==> src/rtl/hmr_backup_delay.sv <==
// Delay-and-commit pipeline for the HMR rapid-recovery backup state (regfile writes, CSR, PC).
// Items reach recovery storage only after DelayStages cycles free of lockstep mismatch.
module hmr_backup_delay #(
   parameter int unsigned NumWritePorts = 2,
   parameter int unsigned AddrWidth     = 5,
   parameter int unsigned DataWidth     = 32,
   parameter int unsigned CsrWidth      = 128,
   parameter int unsigned DelayStages   = 2,
   parameter int unsigned CntWidth      = 16
) (
   input  logic                                 clk_i,
   input  logic                                 rst_ni,
   input  logic                                 backup_en_i,
   input  logic                                 mismatch_i,
   input  logic [NumWritePorts-1:0]             rf_we_i,
   input  logic [NumWritePorts*AddrWidth-1:0]   rf_waddr_i,
   input  logic [NumWritePorts*DataWidth-1:0]   rf_wdata_i,
   input  logic                                 csr_valid_i,
   input  logic [CsrWidth-1:0]                  csr_i,
   input  logic                                 pc_valid_i,
   input  logic [DataWidth-1:0]                 pc_i,
   output logic [NumWritePorts-1:0]             rf_we_o,
   output logic [NumWritePorts*AddrWidth-1:0]   rf_waddr_o,
   output logic [NumWritePorts*DataWidth-1:0]   rf_wdata_o,
   output logic                                 csr_valid_o,
   output logic [CsrWidth-1:0]                  csr_o,
   output logic                                 pc_valid_o,
   output logic [DataWidth-1:0]                 pc_o,
   output logic                                 pending_o,
   input  logic                                 clear_cnt_i,
   output logic [CntWidth-1:0]                  discard_cnt_o
);

   // The last register stage already lands in cycle t+DelayStages-1, so one stage fewer is stored.
   localparam int unsigned NumRegs  = (DelayStages > 0) ? DelayStages - 1 : 0;
   localparam int unsigned PopW     = $clog2(NumWritePorts * ((DelayStages > 0) ? DelayStages : 1) + 1);
   localparam int unsigned SumW     = ((CntWidth > PopW) ? CntWidth : PopW) + 1;
   localparam logic [CntWidth-1:0] CntMax = '1;

   if (DelayStages < 1 || DelayStages > 8) begin : g_bad_delay
      $error("hmr_backup_delay: DelayStages must lie in 1..8");
   end

   logic                               capture_c;
   logic [NumWritePorts-1:0]           we_dedup_c;
   logic [NumWritePorts-1:0]           cap_we_c;
   logic [NumWritePorts-1:0]           last_we_c;
   logic [NumWritePorts*AddrWidth-1:0] last_addr_c;
   logic [NumWritePorts*DataWidth-1:0] last_data_c;
   logic                               last_csr_v_c;
   logic [CsrWidth-1:0]                last_csr_c;
   logic                               last_pc_v_c;
   logic [DataWidth-1:0]               last_pc_c;
   logic                               pending_c;
   logic [PopW-1:0]                    stage_pop_c;
   logic [PopW-1:0]                    in_pop_c;
   logic [SumW-1:0]                    sum_c;
   logic [CntWidth-1:0]                cnt_q, cnt_d;

   // Same-cycle address collision: a higher-index port writing the same address wins.
   always_comb begin
      we_dedup_c = rf_we_i;
      for (int i = 0; i < int'(NumWritePorts); i++) begin
         for (int j = i + 1; j < int'(NumWritePorts); j++) begin
            if (rf_we_i[j] &&
                (rf_waddr_i[j*AddrWidth +: AddrWidth] == rf_waddr_i[i*AddrWidth +: AddrWidth])) begin
               we_dedup_c[i] = 1'b0;
            end
         end
      end
   end

   assign capture_c = backup_en_i & ~mismatch_i;
   assign cap_we_c  = capture_c ? we_dedup_c : '0;

   always_comb begin
      in_pop_c = '0;
      for (int p = 0; p < int'(NumWritePorts); p++) begin
         if (backup_en_i && we_dedup_c[p]) in_pop_c = in_pop_c + PopW'(1);
      end
   end

   if (NumRegs == 0) begin : g_pass
      assign last_we_c    = cap_we_c;
      assign last_addr_c  = rf_waddr_i;
      assign last_data_c  = rf_wdata_i;
      assign last_csr_v_c = capture_c & csr_valid_i;
      assign last_csr_c   = csr_i;
      assign last_pc_v_c  = capture_c & pc_valid_i;
      assign last_pc_c    = pc_i;
      assign pending_c    = 1'b0;
      assign stage_pop_c  = '0;
   end else begin : g_pipe
      logic [NumWritePorts-1:0]           we_q   [NumRegs];
      logic [NumWritePorts-1:0]           we_d   [NumRegs];
      logic [NumWritePorts*AddrWidth-1:0] addr_q [NumRegs];
      logic [NumWritePorts*AddrWidth-1:0] addr_d [NumRegs];
      logic [NumWritePorts*DataWidth-1:0] data_q [NumRegs];
      logic [NumWritePorts*DataWidth-1:0] data_d [NumRegs];
      logic [CsrWidth-1:0]                csr_q  [NumRegs];
      logic [CsrWidth-1:0]                csr_d  [NumRegs];
      logic [DataWidth-1:0]               pc_q   [NumRegs];
      logic [DataWidth-1:0]               pc_d   [NumRegs];
      logic [NumRegs-1:0]                 csr_v_q, csr_v_d, pc_v_q, pc_v_d;

      always_comb begin
         we_d    = we_q;
         addr_d  = addr_q;
         data_d  = data_q;
         csr_d   = csr_q;
         pc_d    = pc_q;
         csr_v_d = csr_v_q;
         pc_v_d  = pc_v_q;
         we_d[0]    = cap_we_c;
         csr_v_d[0] = capture_c & csr_valid_i;
         pc_v_d[0]  = capture_c & pc_valid_i;
         if (capture_c) begin
            addr_d[0] = rf_waddr_i;
            data_d[0] = rf_wdata_i;
            csr_d[0]  = csr_i;
            pc_d[0]   = pc_i;
         end
         // A mismatch drops every in-flight valid at the next edge.
         for (int k = 1; k < int'(NumRegs); k++) begin
            we_d[k]    = mismatch_i ? '0 : we_q[k-1];
            csr_v_d[k] = ~mismatch_i & csr_v_q[k-1];
            pc_v_d[k]  = ~mismatch_i & pc_v_q[k-1];
            addr_d[k]  = addr_q[k-1];
            data_d[k]  = data_q[k-1];
            csr_d[k]   = csr_q[k-1];
            pc_d[k]    = pc_q[k-1];
         end
      end

      always_comb begin
         pending_c   = 1'b0;
         stage_pop_c = '0;
         for (int k = 0; k < int'(NumRegs); k++) begin
            pending_c = pending_c | (|we_q[k]) | csr_v_q[k] | pc_v_q[k];
            for (int p = 0; p < int'(NumWritePorts); p++) begin
               stage_pop_c = stage_pop_c + PopW'(we_q[k][p]);
            end
         end
      end

      always_ff @(posedge clk_i or negedge rst_ni) begin
         if (!rst_ni) begin
            for (int k = 0; k < int'(NumRegs); k++) begin
               we_q[k]   <= '0;
               addr_q[k] <= '0;
               data_q[k] <= '0;
               csr_q[k]  <= '0;
               pc_q[k]   <= '0;
            end
            csr_v_q <= '0;
            pc_v_q  <= '0;
         end else begin
            we_q    <= we_d;
            addr_q  <= addr_d;
            data_q  <= data_d;
            csr_q   <= csr_d;
            pc_q    <= pc_d;
            csr_v_q <= csr_v_d;
            pc_v_q  <= pc_v_d;
         end
      end

      assign last_we_c    = we_q[NumRegs-1];
      assign last_addr_c  = addr_q[NumRegs-1];
      assign last_data_c  = data_q[NumRegs-1];
      assign last_csr_v_c = csr_v_q[NumRegs-1];
      assign last_csr_c   = csr_q[NumRegs-1];
      assign last_pc_v_c  = pc_v_q[NumRegs-1];
      assign last_pc_c    = pc_q[NumRegs-1];
   end

   // Saturating discard counter; a clear in a mismatch cycle keeps only that cycle's increment.
   always_comb begin
      cnt_d = cnt_q;
      sum_c = SumW'(clear_cnt_i ? '0 : cnt_q) + SumW'(stage_pop_c) + SumW'(in_pop_c);
      if (clear_cnt_i) cnt_d = '0;
      if (mismatch_i) cnt_d = (sum_c > SumW'(CntMax)) ? CntMax : CntWidth'(sum_c);
   end

   always_ff @(posedge clk_i or negedge rst_ni) begin
      if (!rst_ni) cnt_q <= '0;
      else         cnt_q <= cnt_d;
   end

   assign rf_we_o       = last_we_c & {NumWritePorts{~mismatch_i}};
   assign rf_waddr_o    = last_addr_c;
   assign rf_wdata_o    = last_data_c;
   assign csr_valid_o   = last_csr_v_c & ~mismatch_i;
   assign csr_o         = last_csr_c;
   assign pc_valid_o    = last_pc_v_c & ~mismatch_i;
   assign pc_o          = last_pc_c;
   assign pending_o     = pending_c;
   assign discard_cnt_o = cnt_q;

endmodule

==> config.mk <==
export PLATFORM = sky130hd
export DESIGN_NAME = hmr_backup_delay
export DESIGN_NICKNAME = d
export VERILOG_FILES = /design/src/rtl/hmr_backup_delay.sv
export SDC_FILE = /design/constraint.sdc
export NUM_CORES = 1
export LEC_CHECK = 0
export BUFFER_PORTS_ARGS = -buffer_cell sky130_fd_sc_hd__buf_2
export CAP_MARGIN = 30
export CORE_AREA = 2 2 192 194
export CTS_BUF_LIST = sky130_fd_sc_hd__clkbuf_8 sky130_fd_sc_hd__clkbuf_16
export DETAILED_ROUTE_END_ITERATION = 16
export DIE_AREA = 0 0 194 196
export PLACE_DENSITY = 0.64
export SLEW_MARGIN = 5
export SYNTH_ARGS = -nofsm -noshare
export SYNTH_HDL_FRONTEND = slang
export SYNTH_SLANG_ARGS = --single-unit
==> constraint.sdc <==
create_clock -name clk_i -period 3.1 [get_ports clk_i]
set_input_delay 0.155 -clock clk_i [delete_from_list [all_inputs] [get_ports clk_i]]
set_output_delay 0.155 -clock clk_i [all_outputs]
set_load 0.005 [all_outputs]
==> impl_metrics.toml, run 1 <==
[setup_path]
r2r_start = "discard_cnt_o[0]$_DFFE_PN0P_"
critPathCapture = "discard_cnt_o[6]$_DFFE_PN0P_"
cp_slowest_stage_delay_ns = 0.44
cp-startpoint = "rf_waddr_i[7]"
reg2reg_depth = 12
crit_slowest_cell = "fa_1"
end_kind = "register"
startpoint_type = "input port"
crit_top_cell = "inv_1"
cp_data_arrival_time_ns = 3.39
rr_endpoint = "discard_cnt_o[6]$_DFFE_PN0P_"
critical_path_class = "input port to register"
r2r_slack_ns = 0.43
path_cells = "buf_2, xor2_1, nor4_2, a31oi_2, ha_1, inv_1, fa_1, inv_1, ha_1, inv_1, fa_2, nand2b_4, a2111oi_4, buf_4, nand2_2, and4_1, nor3_2"
required_ns = 3.56
crit_fanout = 3

[drt]
drt_iter0_drc = 263
vias = 8234
drtPass1Iterations = 4
viasPerCell = 4.39
drc_errors = 0
wl_per_cell_microns = 16.5
wl_mm = 30.9
ant_nets = 0

[timing]
max_freq_mhz = 342
setup_violations = 0
slew_headroom_pct = 40.5
maxSlewViolCount = 0
hold_violations = 0
rsz0062_at_grt = "true"
tightest_slew_ns = 0.893
final.min_clock_period_ns = 2.92
fin_worst_skew_ns = 0.00269
fin_ws_ns = 0.177
finalCritPeriodShare_pct = 94.3

[placement]
numPortBuffers = 497
place.gp.congestion = 0.804
dp_hpwl_mm = 20.4
place_area_sq_mm = 0.0131
dp_slack_ns = -0.487
dp_cells = 1586

[grt]
grt_pass1_vias = 8951
grt_max_degree = 129
grt_pass1_wl_mm = 47.7
overflow = 0
antenna_found_initial = 3
grt_usage_pct = 15.5

[flow_run]
max_cap_viol_count = 0

[synthesis]
async_reset_ff_share_pct = 100
ys_types = 41
synth_edf_count = 0
synth_area_per_cell_sq_um = 15.7
synthTopCellsByArea = "dfrtp_1 (64%), mux2_2 (26%), buf_2 (1.4%)"
synth.ff_latch_count = 254
synth_nets = 882
ys_warn_count = 0
synth_cells = 632
synthFlopType = "dfrtp_1"
ys_seq_area_share_pct = 63.9
synth_common_cells = "dfrtp_1 (254), mux2_2 (226), buf_2 (27), nor2b_1 (14)"
yosysMostFrequentCell = "dfrtp_1"
synth_top_area_share_pct = 63.9
yosys.area.top_type = "dfrtp_1"
syn_area_sq_mm = 0.00994

[clock_tree]
cts_buffer_depth = 3
worstSkewPairLatency_ns = 0.54
htreeDepth = 1
cts_buffers = 28
post_cts_buffers = 0
clock_sinks = 254
clk_pin_slew_worst_paths_ns = 0.06
cts_tree = "built"
cts.root.buffer_cell = "clkbuf_16"

[layout]
design_area_sq_mm = 0.0165
syn_to_final_growth_pct = 65.5
layout-drive-gt1-share_pct = 56.8
final_cells = 1877
nets = 1637

[run_status]
status = "completed"

[pwr]
ir_drop_mv = 0.492
fin_total_pwr_uw = 9090
power_density_mw_per_mm2 = 552
p_leak_uw = 0.00783

[floorplan]
start_util_pct = 27.5
die_w_microns = 194
rows = 70
die_h_microns = 196
design.die.area_sq_mm = 0.0380
coreArea_sq_mm = 0.0361
ios = 498

[min_path]
hold_path_class = "input port to register"
power by group:
part           leakage [uW]  total, uW  internal, uW  switching [uW]
Combinational       0.00431       1690          1020             672
Clock              0.000496       3380          2050            1330
Sequential          0.00302       4020          3780             240
through the flow:
step                utilization (%)  hold WS, ns  TNS [ns]
CTS                            45.5       0.0139         0
global placement               36.3        0.140     -6.72
floorplan                         -       -0.141         0
global route                   45.6       0.0974   -0.0174
finish                         45.6        0.106         0
detailed placement             36.3        0.139     -6.63
how the worst min path moves through the flow:
stage | start | to | cells past startpoint
3_3_place_gp | rst_ni | csr_o[27]$_DFFE_PN0P_ | 1
4_1_cts | rf_we_i[0] | g_pipe.we_q[0]$_DFF_PN0_ | 4
2_1_floorplan | rst_ni | csr_o[0]$_DFFE_PN0P_ | 0
5_1_grt | backup_en_i | g_pipe.we_q[1]$_DFF_PN0_ | 3
6_report | backup_en_i | g_pipe.we_q[1]$_DFF_PN0_ | 3
3_5_place_dp | rst_ni | csr_o[27]$_DFFE_PN0P_ | 1
placed cells by master, fill, tap and decap left out, types with 7 or more instances in the layout:
cell and instances:
nor2b_1 13, inv_1 16, clkbuf_16 29, mux2_1 8, buf_2 496, dlygate4sd3_1 239
mux2_2 226, dfrtp_1 254, a31oi_1 7, buf_4 15, xor2_1 9, nor2_1 8
area by class of cell:
cell class / instances / area, sq um
fillers: 3188 / 19600
flip-flops and latches: 254 / 6360
repair buffers: 756 / 5100
multi-input cells: 338 / 3430
clock buffers: 34 / 795
well taps: 468 / 586
clock inverters: 16 / 146
inverters: 9 / 33.8
diodes: 2 / 5.00
layer usage:
layer | global-route usage (%) | up-vias | part of all wire (%)
met5 | 0 | - | 0.042
met4 | 6.17 | 2 | 3.5
met3 | 4.50 | 82 | 7.3
met2 | 27.4 | 351 | 51
met1 | 17.6 | 4061 | 38
li1 | - | 3738 | -
state kept, by name, summed over array words and instances, names as in the netlist:
signal / flops
g_pipe.pc_v_q: 1
rf_waddr_o: 10
g_pipe.we_q: 2
pc_o: 32
discard_cnt_o: 16
rf_wdata_o: 64
csr_o: 128
g_pipe.csr_v_q: 1
worst max-delay path, delay by kind of cell:
kind	cells	cell delay (ns)
adder cells (fa/ha/maj)	4	1.25
AND/OR/NAND/NOR	5	0.89
AO/OA/AOI/OAI	2	0.49
buffers and inverters	5	0.48
XOR/XNOR	1	0.15
kinds of logic (layout without fill, tap and decap cells):
| logic type | after synthesis | count (layout) | synth area share [%] |
|---|---|---|---|
| AND/OR/NAND/NOR | 60 | 60 | 3.69 |
| flip-flops | 254 | 254 | 63.9 |
| adder cells (fa/ha/maj) | 7 | 7 | 1.03 |
| multiplexers | 235 | 235 | 26.6 |
| other | 0 | 2 | 0 |
| XOR/XNOR | 10 | 10 | 0.881 |
| buffers and inverters | 40 | 815 | 1.93 |
| AO/OA/AOI/OAI | 26 | 26 | 1.91 |
timing repair:
action                                  in CTS  in global routing
endpoints found under the hold margin      296                  1
hold buffers                               238                  1
resized for setup                            0                  3
endpoints found under the setup margin       0                 15
(Power assumes the default switching activity.)
==> run 2: changes to the inputs <==
BUFFER_PORTS_ARGS = -buffer_cell sky130_fd_sc_hd__buf_4   (was -buffer_cell sky130_fd_sc_hd__buf_2)
==> impl_metrics.toml, run 2 (synthesis results as in run 1) <==
[pwr]
power_density_mw_per_mm2 = 541
p_leak_uw = 0.00831
ir_drop_mv = 0.418

[placement]
place.gp.congestion = 0.799
dp_hpwl_mm = 21.6
numPortBuffers = 497
dp_slack_ns = -0.501

[layout]
final_util_pct = 49.5
final_common_cell = "buf_4"
syn_to_final_growth_pct = 79.7
mostFrequentLayoutCells = "buf_4 (517), dfrtp_1 (254), dlygate4sd3_1 (240)"
nets = 1647
largest_reg_flops = 128
layout-drive-gt1-share_pct = 57.6

[flow_run]
max_cap_viol_count = 0

[timing]
fin_worst_skew_ns = 0.00873
finalCritPeriodShare_pct = 96.1
rsz0062_at_grt = "true"
slew_headroom_pct = 51.9
fin_ws_ns = 0.121
setup_violations = 0
maxSlewViolCount = 0
max_freq_mhz = 336
hold_violations = 0
final.min_clock_period_ns = 2.98
tns_ns = 0
tightest_slew_ns = 0.721

[floorplan]
coreArea_sq_mm = 0.0361
die_h_microns = 196
ios = 498
die_w_microns = 194
rows = 70
design.die.area_sq_mm = 0.0380
start_util_pct = 27.5

[setup_path]
crit_fanout = 3
reg2reg_depth = 12
r2r_start = "discard_cnt_o[0]$_DFFE_PN0P_"
required_ns = 3.52
startpoint_type = "input port"
cp_data_arrival_time_ns = 3.40
critical_path_class = "input port to register"
end_kind = "register"
r2r_slack_ns = 0.37
rr_endpoint = "discard_cnt_o[14]$_DFFE_PN0P_"

[drt]
drt_iter0_drc = 200
viasPerCell = 4.32
vias = 8159
drtPass1Iterations = 4
wl_per_cell_microns = 16.8
ant_nets = 0
drc_errors = 0
wl_mm = 31.8

[grt]
grt_pass1_wl_mm = 49.1
grt_usage_pct = 16.0
overflow = 0
antenna_found_initial = 0
grt_max_degree = 114
grt_pass1_vias = 9080

[clock_tree]
cts_buffer_depth = 3
clk_pin_slew_worst_paths_ns = 0.06
cts.root.buffer_cell = "clkbuf_16"
worstSkewPairLatency_ns = 0.54
cts_tree = "built"
htreeDepth = 1
clock_sinks = 254
cts_buffers = 29

[min_path]
hold_path_class = "input port to register"
hold-path-cell-count = 4
min_to = "g_pipe.we_q[1]$_DFF_PN0_"
hp-start = "rf_we_i[1]"

[run_status]
status = "completed"
## run 2: cell count changes in the layout (fill, tap and decap cells not counted), moves of 2 or more
cell        before  now
inv_1           16   12
inv_2            0    2
buf_2          496    0
bufinv_16        3    5
clkinvlp_4       0    2
buf_4           15  517
## run 2: layer usage
layer | GRT usage (%) | up-vias | routed length (microns)
met5 | 0 | - | 0
met3 | 4.09 | 73 | 2200
met4 | 7.24 | 0 | 1220
li1 | - | 3764 | -
met1 | 18.2 | 4006 | 12300
met2 | 28.3 | 316 | 16100
## run 2: per-stage QoR
stage	total power [uW]	std cells	instance area [sq um]	hold WS [ns]
3_3_place_gp	5840	1592	14400	0.174
5_1_grt	10100	1887	17900	0.176
2_1_floorplan	4630	632	9950	-0.141
4_1_cts	9780	1884	17800	0.0182
3_5_place_dp	5870	1592	14400	0.178
6_report	9670	1888	17900	0.147
## run 2: worst max-delay path by stage
| stage | from | endpoint | slack, ns | cells after the start |
|---|---|---|---|---|
| 6_report | rf_waddr_i[1] | discard_cnt_o[14]$_DFFE_PN0P_ | 0.12 | 17 |
| 4_1_cts | rf_waddr_i[3] | discard_cnt_o[6]$_DFFE_PN0P_ | 0.07 | 17 |
| 3_5_place_dp | rf_waddr_i[3] | discard_cnt_o[6]$_DFFE_PN0P_ | -0.50 | 17 |
| 3_3_place_gp | rf_waddr_i[3] | discard_cnt_o[6]$_DFFE_PN0P_ | -0.47 | 17 |
| 5_1_grt | rf_waddr_i[1] | discard_cnt_o[14]$_DFFE_PN0P_ | -0.07 | 17 |
| 2_1_floorplan | rf_waddr_i[3] | discard_cnt_o[6]$_DFFE_PN0P_ | 0.005 | 15 |
## run 2: timing repair
item | 4_1_cts | 5_1_grt
hold buffers | 239 | 1
endpoints found under the setup margin | 0 | 15
setup buffers | 0 | 2
endpoints found under the hold margin | 305 | 1
gates resized for setup | 0 | 13
## run 2: final cells by class
class	instances	area, sq um
inverters	9	33.8
well taps	468	586
flip-flops and latches	254	6360
repair buffers	765	6420
multi-input cells	338	3450
clock buffers	33	781
clock inverters	20	228
fillers	3059	18200
diodes	1	2.50
## run 2: report_power, final
part           internal (uW)  switching (uW)  leakage [uW]
clock network           2210            1380      0.000516
logic                   1350             694       0.00478
registers               3780             257       0.00302
## run 2: worst max-delay path, stage by stage
cell       delay [ns]
buf_4            0.11
xor2_1           0.17
nor4_2           0.29
a31oi_2          0.16
ha_1             0.32
inv_2            0.04
fa_1             0.44
inv_1            0.07
ha_2             0.17
inv_2            0.04
fa_2             0.34
nand2b_4         0.16
a2111oi_4        0.31
buf_4            0.19
nand4_1          0.16
nor3_2           0.20
a211oi_2         0.06
